==> src/rtl/mem_lsu.sv <==
// mem_lsu: MEM-stage load/store unit; serialises loads/stores into little-endian byte accesses
// on an 8-bit req/ack port. Optional macro MEM_LSU_MISALIGN_TRAP_EN traps misaligned H/W accesses.

`ifndef AluOpBus
`define AluOpBus 7:0
`endif
`ifndef EXE_LB_OP
`define EXE_LB_OP 8'b11100000
`endif
`ifndef EXE_LBU_OP
`define EXE_LBU_OP 8'b11100100
`endif
`ifndef EXE_LH_OP
`define EXE_LH_OP 8'b11100001
`endif
`ifndef EXE_LHU_OP
`define EXE_LHU_OP 8'b11100101
`endif
`ifndef EXE_LW_OP
`define EXE_LW_OP 8'b11100011
`endif
`ifndef EXE_SB_OP
`define EXE_SB_OP 8'b11101000
`endif
`ifndef EXE_SH_OP
`define EXE_SH_OP 8'b11101001
`endif
`ifndef EXE_SW_OP
`define EXE_SW_OP 8'b11101011
`endif

module mem_lsu #(
    parameter int ADDR_W = 32
) (
    input  logic              clk,
    input  logic              rst,
    input  logic [`AluOpBus]  aluop_i,
    input  logic [ADDR_W-1:0] mem_addr_i,
    input  logic [31:0]       reg2_i,
    input  logic [4:0]        wd_i,
    input  logic              wreg_i,
    input  logic [31:0]       wdata_i,
    output logic              bus_req_o,
    output logic              bus_we_o,
    output logic [ADDR_W-1:0] bus_addr_o,
    output logic [7:0]        bus_wdata_o,
    input  logic [7:0]        bus_rdata_i,
    input  logic              bus_ack_i,
    output logic [4:0]        wd_o,
    output logic              wreg_o,
    output logic [31:0]       wdata_o,
    output logic              stallreq_o
`ifdef MEM_LSU_MISALIGN_TRAP_EN
    ,
    output logic              misalign_o
`endif
);

    typedef enum logic [1:0] {
        ST_IDLE   = 2'd0,
        ST_ACCESS = 2'd1,
        ST_DONE   = 2'd2
    } state_t;

    state_t            state_r, state_n;
    logic [`AluOpBus]  op_r;
    logic [ADDR_W-1:0] addr_r;
    logic [31:0]       data_r;
    logic [4:0]        wd_r;
    logic [1:0]        idx_r;
    logic [31:0]       asm_r;
    logic              misal_r;
    logic              accept_s;
    logic              take_s;
    logic              trap_s;

    function automatic logic is_mem(input logic [`AluOpBus] op);
        case (op)
            `EXE_LB_OP, `EXE_LBU_OP, `EXE_LH_OP, `EXE_LHU_OP, `EXE_LW_OP,
            `EXE_SB_OP, `EXE_SH_OP, `EXE_SW_OP: is_mem = 1'b1;
            default:                            is_mem = 1'b0;
        endcase
    endfunction

    function automatic logic is_store(input logic [`AluOpBus] op);
        case (op)
            `EXE_SB_OP, `EXE_SH_OP, `EXE_SW_OP: is_store = 1'b1;
            default:                            is_store = 1'b0;
        endcase
    endfunction

    function automatic logic [1:0] last_idx(input logic [`AluOpBus] op);
        case (op)
            `EXE_LH_OP, `EXE_LHU_OP, `EXE_SH_OP: last_idx = 2'd1;
            `EXE_LW_OP, `EXE_SW_OP:              last_idx = 2'd3;
            default:                             last_idx = 2'd0;
        endcase
    endfunction

    function automatic logic [31:0] extend(input logic [`AluOpBus] op, input logic [31:0] a);
        case (op)
            `EXE_LB_OP:  extend = {{24{a[7]}}, a[7:0]};
            `EXE_LBU_OP: extend = {24'h000000, a[7:0]};
            `EXE_LH_OP:  extend = {{16{a[15]}}, a[15:0]};
            `EXE_LHU_OP: extend = {16'h0000, a[15:0]};
            default:     extend = a;
        endcase
    endfunction

`ifdef MEM_LSU_MISALIGN_TRAP_EN
    function automatic logic misaligned(input logic [`AluOpBus] op, input logic [1:0] lo);
        case (op)
            `EXE_LH_OP, `EXE_LHU_OP, `EXE_SH_OP: misaligned = lo[0];
            `EXE_LW_OP, `EXE_SW_OP:              misaligned = (lo != 2'b00);
            default:                             misaligned = 1'b0;
        endcase
    endfunction
`endif

    // Next-state and output decode; reset forces every output low for that cycle.
    always_comb begin
        state_n     = state_r;
        bus_req_o   = 1'b0;
        bus_we_o    = 1'b0;
        bus_addr_o  = '0;
        bus_wdata_o = 8'h00;
        wd_o        = 5'd0;
        wreg_o      = 1'b0;
        wdata_o     = 32'h0000_0000;
        stallreq_o  = 1'b0;
        accept_s    = 1'b0;
        take_s      = 1'b0;
`ifdef MEM_LSU_MISALIGN_TRAP_EN
        trap_s      = misaligned(aluop_i, mem_addr_i[1:0]);
`else
        trap_s      = 1'b0;
`endif
        if (rst) begin
            state_n = ST_IDLE;
        end else begin
            case (state_r)
                ST_IDLE: begin
                    if (is_mem(aluop_i)) begin
                        accept_s   = 1'b1;
                        stallreq_o = 1'b1;
                        state_n    = trap_s ? ST_DONE : ST_ACCESS;
                    end else begin
                        wd_o    = wd_i;
                        wreg_o  = wreg_i;
                        wdata_o = wdata_i;
                    end
                end
                ST_ACCESS: begin
                    bus_req_o   = 1'b1;
                    bus_we_o    = is_store(op_r);
                    bus_addr_o  = addr_r + ADDR_W'(idx_r);
                    bus_wdata_o = data_r[{idx_r, 3'b000} +: 8];
                    stallreq_o  = 1'b1;
                    if (bus_ack_i) begin
                        take_s  = 1'b1;
                        state_n = (idx_r == last_idx(op_r)) ? ST_DONE : ST_ACCESS;
                    end else begin
                        state_n = ST_ACCESS;
                    end
                end
                ST_DONE: begin
                    state_n = ST_IDLE;
                    if (is_store(op_r) || misal_r) begin
                        wreg_o = 1'b0;
                    end else begin
                        wd_o    = wd_r;
                        wreg_o  = 1'b1;
                        wdata_o = extend(op_r, asm_r);
                    end
                end
                default: state_n = ST_IDLE;
            endcase
        end
    end

`ifdef MEM_LSU_MISALIGN_TRAP_EN
    assign misalign_o = !rst && (state_r == ST_DONE) && misal_r;
`endif

    // State, latched instruction fields and load-byte assembly.
    always_ff @(posedge clk) begin
        if (rst) begin
            state_r <= ST_IDLE;
            op_r    <= '0;
            addr_r  <= '0;
            data_r  <= 32'h0000_0000;
            wd_r    <= 5'd0;
            idx_r   <= 2'd0;
            asm_r   <= 32'h0000_0000;
            misal_r <= 1'b0;
        end else begin
            state_r <= state_n;
            if (accept_s) begin
                op_r    <= aluop_i;
                addr_r  <= mem_addr_i;
                data_r  <= reg2_i;
                wd_r    <= wd_i;
                idx_r   <= 2'd0;
                asm_r   <= 32'h0000_0000;
                misal_r <= trap_s;
            end else if (take_s) begin
                idx_r <= idx_r + 2'd1;
                if (!is_store(op_r)) begin
                    asm_r[{idx_r, 3'b000} +: 8] <= bus_rdata_i;
                end
            end
        end
    end

endmodule

==> config.mk <==
export PLATFORM = sky130hd
export DESIGN_NAME = mem_lsu
export DESIGN_NICKNAME = d
export VERILOG_FILES = /design/src/rtl/mem_lsu.sv
export SDC_FILE = /design/constraint.sdc
export NUM_CORES = 1
export LEC_CHECK = 0
export CORE_MARGIN = 2
export CORE_UTILIZATION = 45
export DETAILED_ROUTE_END_ITERATION = 10
export GPL_ROUTABILITY_DRIVEN = 1
export PLACE_DENSITY = 0.83
export RECOVER_POWER = 25
export SETUP_SLACK_MARGIN = 0.02
export SKIP_LAST_GASP = 1
export SYNTH_ARGS = -nofsm -noshare
export SYNTH_HDL_FRONTEND = slang
export SYNTH_SLANG_ARGS = --single-unit
export TNS_END_PERCENT = 30
==> constraint.sdc <==
create_clock -name clk -period 2.4 [get_ports clk]
set_clock_uncertainty 0.1 [all_clocks]
set_input_delay 0.24 -clock clk [delete_from_list [all_inputs] [get_ports clk]]
set_output_delay 0.24 -clock clk [all_outputs]
set_load 0.03 [all_outputs]
Word-level counts from Yosys, hierarchy flattened
Cells that the tools add are included.
{"block": "totals", "regBits": 113, "input_bits": 121, "output_inout_bits": 81, "word_cells": 88}
{"block": "op_classes", "add_sub_neg": 3, "eq_ne": 20, "shift": 3, "muxes": 47, "bitwise_logic": 1, "n_reduce_logical": 7}
{"operator": "32-bit two-way mux", "n": 5}
{"operator": "8-bit equality test, second input constant", "n": 16}
{"operator": "32-bit one-hot mux with 4 select lines", "n": 1}
{"operator": "32-bit one-hot mux with 2 select lines", "n": 1}
{"operator": "32-bit by 2-bit adder with 32-bit output", "n": 1}
{"operator": "32-bit bitwise mux", "n": 1}
{"operator": "8-bit by 7-bit variable shift with 32-bit output, first input constant", "n": 1}
{"operator": "32-bit by 6-bit variable part select with 8-bit output", "n": 1}
{"operator": "8-bit by 7-bit variable part select with 32-bit output", "n": 1}
{"operator": "1-bit two-way mux", "n": 23}
{"operator": "8-bit two-way mux", "n": 2}
{"operator": "5-bit two-way mux", "n": 3}
{"operator": "2-bit two-way mux", "n": 6}
{"operator": "5-bit one-hot mux with 2 select lines", "n": 1}
{"operator": "2-bit one-hot mux with 2 select lines", "n": 2}
{"operator": "8-bit OR reduction", "n": 1}
{"operator": "5-bit negator with 7-bit output", "n": 1}
{"operator": "3-bit OR reduction", "n": 2}
{"operator": "1-bit one-hot mux with 2 select lines", "n": 2}
{"operator": "2-bit OR reduction", "n": 2}
{"operator": "2-bit by 1-bit adder with 2-bit output, second input constant", "n": 1}
{"operator": "2-bit by 1-bit equality test with 1-bit output, second input constant", "n": 1}
{"operator": "2-bit equality test", "n": 1}
{"operator": "2-bit equality test, second input constant", "n": 1}
{"operator": "other kinds (4)", "n": 4}

Depth between registers and ports, before layout
Gate-level depths: netlist of run 1.
{"block": "logic_depth", "ltp_word": 12, "depth_mapped": 10, "mapped_depth_nobuf": 7}

Worst setup path after synthesis of run 1
OpenSTA, ideal clock, no wires.
{"block": "synth_path", "kind": "register to output", "startpoint": "reg idx_r[0]", "endpoint": "out bus_addr_o[12]", "arrival_ns": 2.017, "required_time_ns": 2.060, "setup_slack_ns": 0.043, "path_stages_with_launch": 7, "n_path_buf": 0, "path_cell_list": "dfxtp_1 -> ha_1 -> fa_1 -> and3_1 -> nand4_1 -> or3_1 -> a21oi_1"}
{"block": "synth_between", "elab_chain_len": 3}
{"element": "start: declaration", "line_no": "70", "source": "logic [1:0] idx_r;"}
{"element": "start signal: assignment", "line_no": "207", "source": "idx_r <= idx_r + 2'd1;"}
{"element": "32-bit by 2-bit adder with 32-bit output", "line_no": "156", "source": "bus_addr_o = addr_r + ADDR_W'(idx_r);"}
{"element": "32-bit two-way mux", "line_no": "141", "source": "case (state_r)"}
{"element": "32-bit two-way mux", "line_no": "138", "source": "if (rst) begin"}
{"element": "end: declaration", "line_no": "45", "source": "output logic [ADDR_W-1:0] bus_addr_o,"}
No other way between the ends.

Final worst setup path of run 1
Same ends and word-level chain as after synthesis.

==> out/metrics.yaml, run 1 <==
slew_headroom: 0.566
synthCells: 633
drv_cap: 0
h-tree-depth: 4
fillCellCount: 795
grtUsageTotal: 0.267
r2r_end: "asm_r[10]"
r2r_cells: 7
placed_cells: 953
die_w_microns: 115
yosysSeqAreaShare: 0.408
port_buffers: 201
finalHoldViolations: 0
synth_warnings: 0
ys_types: 50
worstReg2RegStart: "idx_r[0]"
drtPass1Iterations: 5
clock_latency_ns: 0.41
cp_top_family: "simple AND/OR/NAND/NOR gates"
synthesis.nets: 762
wl_mm: 19.6
ant_nets: 0
cp_max_fo: 8
cellPowerDensity_nw_per_um2: 566
drc: 0
fin_util: 0.726
dieArea_sq_um: 13200
crit_chain: "ha_4 -> fa_2 -> and3_4 -> nand4_1 -> buf_6 -> or3_1 -> a21oi_1 -> buf_4"
synthArstFlopShare: 0
nets: 984
syn_area_per_cell_sq_um: 8.76
grt_max_degree: 59
holdWs_ns: 0.312
critPathBufInv: 2
cts_made_buffers: 17
ys_ff_latch: 113
initial_core_util: 0.462
endpoint_kind: "output pin"
ios: 202
crit_type: "flip-flop to output pin"
hold_path_end: "addr_r[24]"
min_path_cells: 3
cts_root_buf: "clkbuf_16"
drt_iter0_markers: 404
grt_pass1_wl_mm: 27.8
setup_viol: 66
cpPeakStageDelay_ns: 0.35
clockBufferDepth: 2
min_from: "mem_addr_i[24]"
setup_tns_ns: -9.24
layout-drive-gt1-share: 0.260
final_cells: 1015
synthToLayoutAreaGrowth_pct: 57.2
clk_pin_slew_ns: 0.05
gp_congestion: 0.865
ir_drop_mv: 0.372
max_freq_mhz: 376
critPathSlowestCell: "dfxtp_2"
die_y_microns: 115
seq_area_sq_um: 2280
cp_data_required_time_ns: 2.06
hp-class: "input port to flip-flop"
p_leak_nw: 3.49
ctsHoldBuffers: 0
rsz0062_at_grt: "yes"
synth_flop_cell: "dfxtp_1"
dp_hpwl_mm: 12.4
vias: 5990
cts_tree: "done"
grt_pass1_vias: 5603
antenna_found_initial: 0
multi_input_area_sq_um: 3330
pre_cts_ws_ns: 0.0122
core_area_sq_um: 12000
cp-start-kind: "flip-flop"
fin_crit_sh: 1.11
setup_slack_ns: -0.263
gr-total-overflow: 0
viasPerCell: 5.90
clock-sinks: 113
synth_enable_flop_cells: 0
row_count: 40
status: "finished with violations"
antenna_cells: 0
violations: "negative setup slack"
netlist_area_sq_um: 5550
worst-r2r-setup-slack_ns: 0.09
timing.final.max_slew_violations: 0
tightest_slew_ns: 0.652
layout_min_cycle_time_ns: 2.66
arrival_ns: 2.32
wire_per_inst_microns: 19.3
## synthesized netlist by cell type, types with 4 or more instances
| cell | n | area [sq um] |
|---|---|---|
| a21oi_1 | 62 | 310 |
| a22o_1 | 81 | 709 |
| and2_1 | 12 | 75.1 |
| and3_1 | 9 | 56.3 |
| buf_2 | 15 | 75.1 |
| clkbuf_1 | 25 | 93.8 |
| dfxtp_1 | 113 | 2260 |
| ha_1 | 7 | 87.6 |
| inv_1 | 9 | 33.8 |
| mux4_2 | 8 | 180 |
| nand2_1 | 79 | 297 |
| nand3_1 | 46 | 230 |
| nand4_1 | 6 | 37.5 |
| nor2_1 | 39 | 146 |
| nor3_1 | 7 | 35.0 |
| nor4_1 | 7 | 43.8 |
| o21ai_0 | 28 | 140 |
| o21ai_1 | 4 | 20.0 |
| xnor2_1 | 21 | 184 |
| xor2_1 | 7 | 61.3 |
## metal layers
metal	wire length [microns]	GRT usage
met2	9700	0.439
met1	7510	0.320
met3	1530	0.0654
met5	0	0
met4	848	0.148
## cells in the final DEF, fill, tap and decap left out, types with 3 or more instances in the layout
cell type	count
buf_6	11
buf_4	105
xor2_1	6
o21ai_0	22
xnor2_1	20
and3_4	3
a21o_1	3
clkbuf_1	3
and3_1	6
bufinv_16	3
ha_1	6
nor3_1	5
nor4_4	9
clkbuf_16	18
dfxtp_2	12
o21ai_1	10
clkdlybuf4s50_1	119
and2_1	12
nand3_1	45
clkinv_2	7
a22o_1	81
dfxtp_1	101
inv_1	9
nand4_1	6
buf_12	6
nor2_1	36
mux4_2	8
a21oi_2	4
a21oi_1	58
nand2_1	78
nor3b_2	3
nor3_4	3
## metrics by stage
step                instance area [sq um]  total power [mW]
floorplan                            5550              2.14
finish                               8720              4.94
CTS                                  8400              4.94
global placement                     7540              2.45
detailed placement                   7540              2.46
global route                         8720              5.06
## registers in the layout (all words and copies together) (netlist names)
register,count
wd_r,5
asm_r,32
op_r,8
state_r,2
idx_r,2
addr_r,32
data_r,32
## power by group
| part | internal [mW] | switching, mW | total [mW] | leakage [nW] |
|---|---|---|---|---|
| Sequential | 1.90 | 0.0212 | 1.92 | 0.917 |
| Clock | 1.64 | 0.870 | 2.51 | 0.289 |
| Combinational | 0.277 | 0.228 | 0.505 | 2.28 |
## cells by family after synthesis
logic type               synth area share
AO/OA/AOI/OAI                       0.221
AND/OR/NAND/NOR                     0.225
adder cells (fa/ha/maj)            0.0194
flip-flops                          0.408
multiplexers                       0.0361
buffers and inverters              0.0463
XOR/XNOR                           0.0442
## area by class of cell
type	count	share of cell area
repair buffers	249	0.264
clock buffers	20	0.0512
clock inverters	12	0.0161
well taps	147	0.0211
flip-flops and latches	113	0.261
inverters	10	0.00431
multi-input cells	464	0.382
## tightest hold or removal path: cells and delay by family
family	cells	cell delay (ns)
AO/OA/AOI/OAI	1	0.07
buffers and inverters	1	0.40
AND/OR/NAND/NOR	1	0.05
## how the worst max path moves through the flow
| stage | startpoint | end | slack (ns) | cells past startpoint |
|---|---|---|---|---|
| floorplan | idx_r[0] | bus_addr_o[12] | 0.04 | 6 |
| global placement | addr_r[0] | bus_addr_o[18] | 0.16 | 7 |
| detailed placement | addr_r[0] | bus_addr_o[14] | 0.01 | 7 |
| CTS | addr_r[1] | bus_addr_o[19] | -0.19 | 7 |
| global route | addr_r[1] | bus_addr_o[20] | -0.32 | 10 |
| finish | idx_r[0] | bus_addr_o[12] | -0.26 | 8 |
## what timing repair did
item / in CTS / in global routing
gates resized for setup: 33 / 51
pin swaps: 15 / 29
buffers inserted: 14 / 14
cloned: 0 / 2
endpoints found under the setup margin: 61 / 67
Power figures use the tool's default switching activity.
==> run 2, diff against run 1 <==
--- a/config.mk
+++ b/config.mk
@@ -8,11 +8,13 @@
 export CORE_MARGIN = 2
 export CORE_UTILIZATION = 45
 export DETAILED_ROUTE_END_ITERATION = 10
-export GPL_ROUTABILITY_DRIVEN = 1
+export GPL_ROUTABILITY_DRIVEN = 0
 export PLACE_DENSITY = 0.83
 export RECOVER_POWER = 25
+export REMOVE_ABC_BUFFERS = 1
 export SETUP_SLACK_MARGIN = 0.02
 export SKIP_LAST_GASP = 1
+export SLEW_MARGIN = 25
 export SYNTH_ARGS = -nofsm -noshare
 export SYNTH_HDL_FRONTEND = slang
 export SYNTH_SLANG_ARGS = --single-unit
==> out/metrics.yaml, run 2 (synthesized netlist as in run 1, its figures left out) <==
status: "finished with violations"  # unchanged
violations: "negative setup slack"  # unchanged
crit_type: "flip-flop to output pin"  # unchanged
gr-max-usage-layer: "met2"  # unchanged
top_regs: "addr_r: 32 flops, asm_r: 32 flops, data_r: 32 flops"  # unchanged
synthToLayoutAreaGrowth_pct: 55.6  # was 57.2%
critPathSlowestCell: "dfxtp_2"  # unchanged
vias: 5799  # was 5990
setup_viol: 35  # was 66
layout-drive-gt1-share: 0.261  # was 0.260
design_area_sq_um: 8630  # was 8720 sq um
dp_hpwl_mm: 11.6  # was 12.4 mm
layout_common_cells: "clkdlybuf4s50_1 (120), buf_4 (105), dfxtp_1 (94)"  # was clkdlybuf4s50_1 (119), buf_4 (105), dfxtp_1 (101)
antenna_found_initial: 0  # unchanged
fin_crit_sh: 1.09  # was 1.11
cts_made_buffers: 17  # unchanged
holdWs_ns: 0.317  # was 0.312 ns
met2_usage: 0.446  # was 0.439
setup_tns_ns: -2.91  # was -9.24 ns
cp-start-kind: "flip-flop"  # unchanged
cellPowerDensity_nw_per_um2: 571  # was 566 nW/um^2
p_sw_mw: 1.19  # was 1.12 mW
setup_slack_ns: -0.216  # was -0.263 ns
clockBufferDepth: 2  # unchanged
ir_drop_mv: 0.393  # was 0.372 mV
clk_pin_slew_ns: 0.06  # was 0.05 ns
drv_cap: 0  # unchanged
cp_data_required_time_ns: 2.06  # about the same
antenna_cells: 0  # unchanged
ctsHoldBuffers: 0  # unchanged
postPlaceCellArea_sq_um: 7570  # was 7540 sq um
initial_core_util: 0.462  # unchanged
grt_pass1_wl_mm: 27.1  # was 27.8 mm
viasPerCell: 5.75  # was 5.90
p_clk_frac: 0.511  # was 0.509
port_buffers: 201  # unchanged
layout_min_cycle_time_ns: 2.62  # was 2.66 ns
rsz0062_at_grt: "yes"  # unchanged
critPathBufInv: 2  # unchanged
p_sw_frac: 0.242  # was 0.227
die_y_microns: 115  # unchanged
drtPass1Iterations: 6  # was 5
gr-total-overflow: 0  # unchanged
clock-sinks: 113  # unchanged
path_depth: 8  # unchanged
endpoint_kind: "output pin"  # unchanged
nets: 978  # was 984
cp_top_family: "simple AND/OR/NAND/NOR gates"  # unchanged
die_w_microns: 115  # unchanged
power_frac_seq: 0.388  # was 0.389
multi_input_area_sq_um: 3280  # was 3330 sq um
r2r_cells: 6  # was 7
cp_common_cell: "buf_6"
total_power_mw: 4.93  # was 4.94 mW
grt_pass1_vias: 5639  # was 5603
crit_chain: "ha_4 -> fa_2 -> and3_4 -> nand4_1 -> buf_6 -> or3_1 -> a21oi_2 -> buf_6"  # was ha_4 -> fa_2 -> and3_4 -> nand4_1 -> buf_6 -> or3_1 -> a21oi_1 -> buf_4
h-tree-depth: 4  # unchanged
seq_area_sq_um: 2290  # was 2280 sq um
combPwrFrac: 0.101  # was 0.102
cp_max_fo: 6  # was 8
grtUsageTotal: 0.256  # was 0.267
intPower_mw: 3.74  # was 3.82 mW
ant_nets: 0  # unchanged
min_path_cells: 2  # was 3
row_count: 40  # unchanged
p_leak_nw: 3.45  # was 3.49 nW
tightest_slew_ns: 1.02  # was 0.652 ns
arrival_ns: 2.28  # was 2.32 ns
global_route.usage.met3: 0.0743  # was 0.0654
core_area_sq_um: 12000  # unchanged
wl_mm: 17.9  # was 19.6 mm
max_freq_mhz: 382  # was 376 MHz
ios: 202  # unchanged
hp-class: "input port to flip-flop"  # unchanged
mostFrequentLayoutCell: "clkdlybuf4s50_1"  # unchanged
drc: 0  # unchanged
fillCellCount: 846  # was 795
slew_headroom: 0.321  # was 0.566
grt_use_met1: 0.298  # was 0.320
drt_iter0_markers: 334  # was 404
grt_max_degree: 75  # was 59
cts_tree: "done"  # unchanged
cpPeakStageDelay_ns: 0.35  # about the same
cts_root_buf: "clkbuf_16"  # unchanged
wire_per_inst_microns: 17.7  # was 19.3 microns
clock_latency_ns: 0.40  # was 0.41 ns
finalHoldViolations: 0  # unchanged
dieArea_sq_um: 13200  # unchanged
timing.final.max_slew_violations: 0  # unchanged
==> run 2: metal layers <==
layer,routed length (microns),vias up
met5,0,-
met4,444,0
met3,1630,51
met2,8830,331
met1,6950,2691
li1,-,2726
==> run 2: layout make-up <==
class / count / share of cell area
Inverter: 10 / 0.00435
Multi-Input combinational cell: 464 / 0.380
Clock buffer: 18 / 0.0509
Sequential cell: 113 / 0.266
Clock inverter: 14 / 0.0180
Timing Repair Buffer: 243 / 0.259
Tap cell: 147 / 0.0213
==> run 2: power by group through the flow <==
stage | Clock (mW) | Combinational, mW | Sequential (mW)
2_1_floorplan | 0 | 0.180 | 1.95
3_3_place_gp | 0 | 0.492 | 1.95
3_5_place_dp | 0 | 0.498 | 1.95
4_1_cts | 2.52 | 0.500 | 1.91
5_1_grt | 2.63 | 0.524 | 1.91
6_report | 2.52 | 0.496 | 1.91
==> run 2: path summary, 6_finish.rpt <==
kind                            startpoint             end  slack, ns
worst max-delay path             addr_r[0]  bus_addr_o[14]      -0.22
worst min-delay path             bus_ack_i      state_r[0]       0.32
worst max register to register    idx_r[0]       asm_r[16]       0.19
worst min register to register     op_r[6]         op_r[6]       0.34
==> run 2: metrics by stage <==
step	util	worst slack, ns	std cells
2_1_floorplan	-	-1.24	587
3_3_place_gp	0.630	0.0479	956
3_5_place_dp	0.630	-0.00784	956
4_1_cts	0.704	-0.132	1000
5_1_grt	0.718	-0.316	1009
6_report	0.718	-0.216	1009
==> run 2: what timing repair did <==
item,4_1_cts,5_1_grt
pin swaps,9,15
buffers inserted,11,9
hold endpoints to repair,0,0
gates resized for setup,41,36
cloned,1,0
endpoints found under the setup margin,34,79
==> run 3, diff against run 2 <==
--- a/config.mk
+++ b/config.mk
@@ -9,6 +9,7 @@
 export CORE_UTILIZATION = 45
 export DETAILED_ROUTE_END_ITERATION = 10
 export GPL_ROUTABILITY_DRIVEN = 0
+export MAX_ROUTING_LAYER = met4
 export PLACE_DENSITY = 0.83
 export RECOVER_POWER = 25
 export REMOVE_ABC_BUFFERS = 1
==> out/metrics.yaml, run 3 (synthesized netlist as in run 1, its figures left out) <==
top_regs: "addr_r: 32 flops, asm_r: 32 flops, data_r: 32 flops"  # unchanged
drv_cap: 0  # unchanged
clock-sinks: 113  # unchanged
layout_min_cycle_time_ns: 2.61  # was 2.62 ns
hp-class: "input port to flip-flop"  # unchanged
cp_data_required_time_ns: 2.06  # about the same
grt_pass1_wl_mm: 27.0  # was 27.1 mm
met2_length_mm: 8.80  # was 8.83 mm
grt_max_degree: 75  # unchanged
layout_common_cells: "clkdlybuf4s50_1 (120), buf_4 (105), dfxtp_1 (94)"  # unchanged
ant_nets: 0  # unchanged
fin_crit_sh: 1.09  # about the same
drtPass1Iterations: 6  # unchanged
seq_area_sq_um: 2290  # unchanged
design_area_sq_um: 8620  # was 8630 sq um
r2r_end: "asm_r[16]"  # unchanged
synthToLayoutAreaGrowth_pct: 55.4  # was 55.6%
worstReg2RegStart: "idx_r[0]"  # unchanged
cts_tree: "done"  # unchanged
die_w_microns: 115  # unchanged
r2r_cells: 6  # unchanged
drt_iter0_markers: 382  # was 334
tightest_slew_ns: 1.04  # was 1.02 ns
cts_made_buffers: 17  # unchanged
clk_pin_slew_ns: 0.06  # about the same
endpoint_kind: "output pin"  # unchanged
clockBufferDepth: 2  # unchanged
vias: 5791  # was 5799
cts_root_buf: "clkbuf_16"  # unchanged
crit_type: "flip-flop to output pin"  # unchanged
ctsHoldBuffers: 0  # unchanged
min_from: "bus_ack_i"  # unchanged
mostFrequentLayoutCell: "clkdlybuf4s50_1"  # unchanged
crit_chain: "and3_2 -> nand4_4 -> or4_4 -> xor2_1 -> nor2_1 -> buf_4"  # was ha_4 -> fa_2 -> and3_4 -> nand4_1 -> buf_6 -> or3_1 -> a21oi_2 -> buf_6
status: "finished with violations"  # unchanged
cellPowerDensity_nw_per_um2: 571  # about the same
timing.final.max_slew_violations: 0  # unchanged
critPathSlowestCell: "dfxtp_1"  # was dfxtp_2
ir_drop_mv: 0.393  # about the same
drc: 0  # unchanged
cp_max_fo: 6  # unchanged
pre_cts_ws_ns: -0.00784  # unchanged
setup_viol: 35  # unchanged
core_area_sq_um: 12000  # unchanged
p_leak_nw: 3.44  # was 3.45 nW
grt_pass1_vias: 5661  # was 5639
hold_path_end: "state_r[0]"  # unchanged
worst-r2r-setup-slack_ns: 0.19  # about the same
finalHoldViolations: 0  # unchanged
antenna_found_initial: 0  # unchanged
wire_per_inst_microns: 17.6  # was 17.7 microns
max_freq_mhz: 383  # was 382 MHz
highest_layer: "met4"  # unchanged
nets: 977  # was 978
dieArea_sq_um: 13200  # unchanged
gr-total-overflow: 0  # unchanged
die_y_microns: 115  # unchanged
h-tree-depth: 4  # unchanged
wl_met1_mm: 7.02  # was 6.95 mm
viasPerCell: 5.75  # about the same
dp_hpwl_mm: 11.6  # unchanged
wl_met3_mm: 1.47  # was 1.63 mm
violations: "negative setup slack"  # unchanged
cpPeakStageDelay_ns: 0.45  # was 0.35 ns
cp_top_family: "simple AND/OR/NAND/NOR gates"  # unchanged
grtUsageTotal: 0.264  # was 0.256
critPathBufInv: 1  # was 2
row_count: 40  # unchanged
initial_core_util: 0.462  # unchanged
wl_mm: 17.8  # was 17.9 mm
port_buffers: 201  # unchanged
arrival_ns: 2.27  # was 2.28 ns
min_path_cells: 2  # unchanged
setup_slack_ns: -0.211  # was -0.216 ns
postPlaceCellArea_sq_um: 7570  # unchanged
clock_latency_ns: 0.40  # about the same
fillCellCount: 844  # was 846
antenna_cells: 0  # unchanged
ios: 202  # unchanged
cp-start-kind: "flip-flop"  # unchanged
multi_input_area_sq_um: 3280  # unchanged
rsz0062_at_grt: "yes"  # unchanged
slew_headroom: 0.309  # was 0.321
layout-drive-gt1-share: 0.260  # was 0.261
==> run 3: cell count changes in the layout (fill, tap and decap cells not counted), sizes merged <==
cell	previous run	this run
buf	118	117
==> run 3: per-stage QoR <==
stage                      TNS, ns  utilization  instances  hold WS, ns  power, mW
final                        -2.57        0.717       1008        0.318       4.92
after global routing        -10.78        0.717       1008        0.311       5.06
after CTS                    -1.93        0.704       1000        0.298       4.93
after detailed placement  -0.00784        0.630        956        0.333       2.45
after global placement           0        0.630        956        0.326       2.45
after floorplan             -97.88            -        587        0.246       2.13
==> run 3: layout make-up <==
cell class / instances / share of cell area
clock buffer: 18 / 0.0510
tap: 147 / 0.0213
clock inverter: 14 / 0.0180
timing repair buffer: 242 / 0.258
inverter: 10 / 0.00436
sequential: 113 / 0.266
multi-input combinational: 464 / 0.381
==> run 3: worst max-delay path by stage <==
stage          startpoint        endpoint  slack, ns  cells past startpoint
2_1_floorplan  state_r[1]       addr_r[0]      -1.24                      3
3_3_place_gp    addr_r[0]  bus_addr_o[18]       0.05                      7
3_5_place_dp    addr_r[0]  bus_addr_o[18]     -0.008                      7
4_1_cts          idx_r[0]  bus_addr_o[12]      -0.13                      8
5_1_grt         addr_r[0]  bus_addr_o[14]      -0.31                      8
6_report        addr_r[4]  bus_addr_o[19]      -0.21                      6
==> run 3: where the power goes <==
| part | leakage (nW) | switching, mW | total (mW) | internal [mW] |
|---|---|---|---|---|
| Combinational | 2.25 | 0.220 | 0.496 | 0.276 |
| Clock | 0.276 | 0.946 | 2.51 | 1.57 |
| Sequential | 0.922 | 0.0196 | 1.91 | 1.89 |
==> run 3: per-layer routing <==
metal  global-route usage  vias to the layer above
met2                0.449                      320
met3               0.0675                       50
met1                0.300                     2698
met4               0.0956                        0
li1                     -                     2723
met5                    -                        -
==> run 3: repair_timing <==
item / 4_1_cts / 5_1_grt
setup buffers: 11 / 8
setup endpoints to repair: 34 / 79
pin swaps: 9 / 14
endpoints found under the hold margin: 0 / 0
cloned: 1 / 0
gates resized for setup: 41 / 35
